File: config.mk
export PLATFORM = sky130hd
export DESIGN_NAME = systolic_tile_ctrl
export DESIGN_NICKNAME = d
export VERILOG_FILES = /design/src/rtl/systolic_tile_ctrl.sv
export SDC_FILE = /design/constraint.sdc
export NUM_CORES = 1
export LEC_CHECK = 0
export BUFFER_PORTS_ARGS = -buffer_cell sky130_fd_sc_hd__clkbuf_2
export CAP_MARGIN = 20
export CELL_PAD_IN_SITES_DETAIL_PLACEMENT = 0
export CELL_PAD_IN_SITES_GLOBAL_PLACEMENT = 2
export CORE_MARGIN = 5
export CORE_UTILIZATION = 35
export DETAILED_ROUTE_END_ITERATION = 8
export GPL_TIMING_DRIVEN = 0
export MAX_ROUTING_LAYER = met4
export PLACE_DENSITY_LB_ADDON = 0.1
export RECOVER_POWER = 50
export SYNTH_ARGS = -nofsm -noshare
export SYNTH_HDL_FRONTEND = slang
export SYNTH_SLANG_ARGS = --single-unit
File: constraint.sdc
create_clock -name clk -period 4.1 [get_ports clk]
set_input_delay 0.41 -clock clk [delete_from_list [all_inputs] [get_ports clk]]
set_output_delay 0.41 -clock clk [all_outputs]
set_load 0.005 [all_outputs]
File: src/rtl/systolic_tile_ctrl.sv
// systolic_tile_ctrl: sequences one output tile on the ARRAY_N x ARRAY_N PE array.
// A tile runs IDLE -> FEED (k_len operand reads) -> FLUSH (skew drain) ->
// DRAIN (one result row per valid/ready handshake) -> DONE -> IDLE.
// Every output comes straight from a flop. The flops load from the next-state
// values, so each output lines up with the state it describes.
module systolic_tile_ctrl #(
  parameter int ARRAY_N = 4,
  parameter int K_W     = 8,
  parameter int ADDR_W  = 16,
  localparam int ROW_W  = (ARRAY_N > 1) ? $clog2(ARRAY_N) : 1
) (
  input  logic              clk,
  input  logic              rst_n,
  input  logic              start,
  input  logic [K_W-1:0]    k_len,
  input  logic [ADDR_W-1:0] a_base,
  input  logic [ADDR_W-1:0] b_base,
  output logic              a_rd_en,
  output logic [ADDR_W-1:0] a_rd_addr,
  output logic              b_rd_en,
  output logic [ADDR_W-1:0] b_rd_addr,
  output logic              feed_valid,
  output logic              pe_rst,
  output logic              res_valid,
  input  logic              res_ready,
  output logic [ROW_W-1:0]  res_row,
  output logic              busy,
  output logic              done,
  output logic              err
);

  localparam logic [2:0] S_IDLE  = 3'd0;
  localparam logic [2:0] S_FEED  = 3'd1;
  localparam logic [2:0] S_FLUSH = 3'd2;
  localparam logic [2:0] S_DRAIN = 3'd3;
  localparam logic [2:0] S_DONE  = 3'd4;

  // The flush covers the skewed wavefront: 2*ARRAY_N+1 cycles, counted 0..2*ARRAY_N.
  localparam int FLUSH_W = $clog2(2 * ARRAY_N + 1);
  localparam logic [FLUSH_W-1:0] FLUSH_LAST = FLUSH_W'(2 * ARRAY_N);
  localparam logic [ROW_W-1:0]   ROW_LAST   = ROW_W'(ARRAY_N - 1);

  logic [2:0]         state, state_n;
  logic [K_W-1:0]     k_cnt, k_cnt_n;
  logic [K_W-1:0]     k_len_q, k_len_n;
  logic [FLUSH_W-1:0] flush_cnt, flush_cnt_n;
  logic [ROW_W-1:0]   row, row_n;
  logic               launch;
  logic               err_n;

  // Next-state and counter update for the tile sequencer
  always_comb begin
    state_n     = state;
    k_cnt_n     = k_cnt;
    k_len_n     = k_len_q;
    flush_cnt_n = flush_cnt;
    row_n       = row;
    launch      = 1'b0;
    err_n       = 1'b0;
    case (state)
      S_IDLE: begin
        if (start) begin
          if (k_len != '0) begin
            state_n = S_FEED;
            k_cnt_n = '0;
            k_len_n = k_len;
            launch  = 1'b1;
          end else begin
            err_n = 1'b1;
          end
        end
      end
      S_FEED: begin
        if (k_cnt == k_len_q - K_W'(1)) begin
          state_n     = S_FLUSH;
          flush_cnt_n = '0;
        end else begin
          k_cnt_n = k_cnt + K_W'(1);
        end
      end
      S_FLUSH: begin
        if (flush_cnt == FLUSH_LAST) begin
          state_n = S_DRAIN;
          row_n   = '0;
        end else begin
          flush_cnt_n = flush_cnt + FLUSH_W'(1);
        end
      end
      S_DRAIN: begin
        if (res_valid && res_ready) begin
          if (row == ROW_LAST) begin
            state_n = S_DONE;
          end else begin
            row_n = row + ROW_W'(1);
          end
        end
      end
      S_DONE: begin
        state_n = S_IDLE;
      end
      default: begin
        state_n = S_IDLE;
      end
    endcase
  end

  // Sequencer state and internal counters
  always_ff @(posedge clk or negedge rst_n) begin
    if (!rst_n) begin
      state     <= S_IDLE;
      k_cnt     <= '0;
      k_len_q   <= '0;
      flush_cnt <= '0;
      row       <= '0;
    end else begin
      state     <= state_n;
      k_cnt     <= k_cnt_n;
      k_len_q   <= k_len_n;
      flush_cnt <= flush_cnt_n;
      row       <= row_n;
    end
  end

  // Buffer read port: addresses start at the sampled base and step once per FEED cycle, wrapping freely
  always_ff @(posedge clk or negedge rst_n) begin
    if (!rst_n) begin
      a_rd_en   <= 1'b0;
      b_rd_en   <= 1'b0;
      a_rd_addr <= '0;
      b_rd_addr <= '0;
    end else begin
      a_rd_en <= (state_n == S_FEED);
      b_rd_en <= (state_n == S_FEED);
      if (launch) begin
        a_rd_addr <= a_base;
        b_rd_addr <= b_base;
      end else if (state_n == S_FEED) begin
        a_rd_addr <= a_rd_addr + ADDR_W'(1);
        b_rd_addr <= b_rd_addr + ADDR_W'(1);
      end else begin
        a_rd_addr <= '0;
        b_rd_addr <= '0;
      end
    end
  end

  // Operand valid follows the one-cycle buffer latency; the clear pulse marks its rising edge
  always_ff @(posedge clk or negedge rst_n) begin
    if (!rst_n) begin
      feed_valid <= 1'b0;
      pe_rst     <= 1'b0;
    end else begin
      feed_valid <= a_rd_en;
      pe_rst     <= a_rd_en && !feed_valid;
    end
  end

  // Result port and status outputs
  always_ff @(posedge clk or negedge rst_n) begin
    if (!rst_n) begin
      res_valid <= 1'b0;
      res_row   <= '0;
      busy      <= 1'b0;
      done      <= 1'b0;
      err       <= 1'b0;
    end else begin
      res_valid <= (state_n == S_DRAIN);
      res_row   <= (state_n == S_DRAIN) ? row_n : '0;
      busy      <= (state_n != S_IDLE);
      done      <= (state_n == S_DONE);
      err       <= err_n;
    end
  end

endmodule
==> run summary <==
Global route overflow: 0
ANT nets after route: 0
Htree depth: 3
DRC Markers: 0
Fin util: 0.440
Met3 wire len: 337 um
Final WL: 8.43 mm
Worst vdd ir: 368 uV
Clock insertion delay at the later pin of the skew report: 0.34 ns
Maximum clock frequency: 398 MHz
Initial antenna violation count: 0
CTS tree: done
R2r worst-path depth: 8
Cells after Synth: 357
Area leader, netlist: dfrtp_1
Status: complete, but fails checks
Met2 routed WL: 4.09 mm
Max-Cap Viols: 1
Met1 wire length: 3.91 mm
P_leak: 1.98 nW
Post_cts resized: 0
CP Max Fanout: 7
Gpl congestion: 0.770
Average footprint of a synthesized cell: 9.72 um^2
Most area-consuming cells after synthesis: dfrtp_1, nand2_1, xor2_1, o21ai_2, xnor2_1
Register bit count reported by yosys: 66
Setup CP Type: flip-flop to flip-flop
Pwr dens: 675 nW/um^2
# rows: 36
# fillers: 1015
Ratio of cells with drive above 1 in the final layout: 0.261
Mapped cell area: 3470 um^2
CP Launch Type: flip-flop
Chip width: 110 um
Vias in the first global route: 2932
First DRT Iteration DRCs: 112
Fin Setup TNS: 0 ns
Ys async rst share: 1.00
Min-Delay Path Class: input pin to flip-flop
Commonest cells post-synth: nand2_1, dfrtp_1, xor2_1, nand3_1
Synth unique cells: 51
Post-DP Area: 4080 um^2
Nets: 504
Area occupied by multi-input gates: 1700 um^2
Global-route wire length before repair: 14.4 mm
Worst path max stage delay: 0.51 ns
Post-route cell area: 4280 um^2
Synth warn: 0
Fin. max-slew vios: 31
Syn nets: 407
Routed vias/inst: 4.82
Layout area overhead: 23.4%
Initial core utilization: 0.356
Failing checks: max-capacitance violations, max-slew violations
Routed len/inst: 14.2 um
# IOs: 86
Number of synthesized flops with an enable pin: 0
Worst min-delay path startpoint: b_base[9]
Top_reg_cell synth: dfrtp_1
Pin count of the biggest net entering global routing: 37
# Post-CTS Setup Buffers: 0
Hold Buf Count CTS: 0
Die area: 12000 um^2
Ant diodes: 0
Hold Path End: b_rd_addr[9]$_DFF_PN0_
GRT Util Overall: 0.158
Worst-path clk slew: 0.08 ns
Placed cells: 576
Final setup violation count: 0
Routed vias: 2855
TritonCTS Buffers: 9
Register area share after synthesis: 0.476
HPWL Detailed: 6.36 mm
DRT Pass-1 Iters: 4
RSZ-0062 raised after global routing: no
Clock Sinks: 66
Least-Margin Pin Slew: 1.77 ns
Top Metal Used: met4
CP Capture Type: flip-flop
R2R Setup Slk: 1.59 ns
Number of buffers inserted by port buffering: 85
Period minus WS final: 2.51 ns
CTS max path bufs: 2
Hold Fails Final Rpt: 0
Worst path cell trace: inv_1 -> ha_1 -> or3b_1 -> nor4_1 -> o2111ai_1 -> a211oi_2 -> nor2_1 -> a22o_1
FF-to-FF Start: k_len_q[0]$_DFFE_PN0P_
Height of the die: 110 um
Root Driver: clkbuf_8
Worst EP required: 4.33 ns
Setup Skew: 0.0114 ns
Worst rel slew slack: -0.183
R2r endpoint: a_rd_addr[1]$_DFF_PN0_
Top-area cell type share of the netlist area: 0.476
Fin cells: 592
CORE AREA: 9730 um^2
Final period util: 0.612
Register area: 1650 um^2
Hold Crit Depth: 3
Crit-path slowest cell: a211oi_2
CP arrival: 2.73 ns
Most common cell in the netlist: nand2_1
[worst max-delay path: cells and delay by family, from the launching register on]
family / cells / cell delay (ns)
AO/OA/AOI/OAI: 3 / 0.93
adder cells (fa/ha/maj): 1 / 0.20
buffers and inverters: 1 / 0.09
flip-flops: 1 / 0.41
AND/OR/NAND/NOR: 3 / 0.78
[report_power, final]
part           total (mW)  internal, mW  switching [mW]  leakage (nW)
Sequential           1.13         0.877           0.248         0.867
Clock               0.606         0.361           0.245         0.105
Combinational        1.16         0.513           0.644          1.01
[sequential cells by signal, indices dropped and copies added (netlist names), 2 cells and up]
name and flops:
k_cnt 8, flush_cnt 4, k_len_q 8, b_rd_addr 16, state 3, a_rd_addr 16, res_row 2, row 2
[how the worst max path moves through the flow]
stage          slack (ns)  cells past startpoint                   start                endpoint
6_report             1.59                      8  k_len_q[0]$_DFFE_PN0P_  a_rd_addr[1]$_DFF_PN0_
5_1_grt              1.39                      8  k_len_q[0]$_DFFE_PN0P_  b_rd_addr[1]$_DFF_PN0_
4_1_cts              1.60                      8  k_len_q[0]$_DFFE_PN0P_  a_rd_addr[1]$_DFF_PN0_
3_5_place_dp         1.61                      8  k_len_q[0]$_DFFE_PN0P_  a_rd_addr[1]$_DFF_PN0_
3_3_place_gp         1.62                      8  k_len_q[0]$_DFFE_PN0P_  a_rd_addr[1]$_DFF_PN0_
2_1_floorplan        1.90                      8  k_len_q[0]$_DFFE_PN0P_    k_cnt[6]$_DFFE_PN0P_
[through the flow]
step | hold slack, ns | worst slack [ns] | power, mW
after floorplan | 0.114 | 1.90 | 1.91
after global placement | 0.418 | 1.62 | 2.31
after detailed placement | 0.410 | 1.61 | 2.33
after CTS | 0.0499 | 1.60 | 2.95
after global routing | 0.252 | 1.39 | 3.16
final | 0.269 | 1.59 | 2.89
[cell type report]
type,instances,area share
Multi-Input combinational cell,269,0.397
Sequential cell,66,0.386
Timing Repair Buffer,86,0.101
Tap cell,133,0.0389
Clock buffer,14,0.0357
Buffer,13,0.0196
Clock inverter,2,0.0140
Inverter,9,0.00789
[metal layers]
layer	track usage	up-vias
met5	-	-
met4	0.0481	0
met3	0.0346	5
met2	0.241	63
met1	0.210	1350
li1	-	1437
[cells in the final DEF (no fill, tap or decap), types with 5 or more instances in the layout]
cell type	instances
xnor2_1	15
clkbuf_2	74
nand3_1	21
nor3_1	7
a21oi_1	5
and3_1	9
o21ai_1	7
o21ai_0	8
dfrtp_1	66
nand2_1	70
o21ai_2	20
ha_1	6
nand4_1	7
inv_1	9
clkbuf_8	10
clkbuf_1	22
nor2_1	20
xor2_1	22
and2_1	6
[kinds of logic (layout without fill, tap and decap cells)]
logic type,count (synthesis),after routing,share of synthesized area
flops,66,66,0.476
xor+xnor,37,37,0.0934
mux,5,5,0.0148
compound gates,58,58,0.125
simple gates,163,163,0.235
fa+ha+maj,6,6,0.0216
buf+inv,22,124,0.0339
Note: power is estimated with default switching activity, not from simulation.
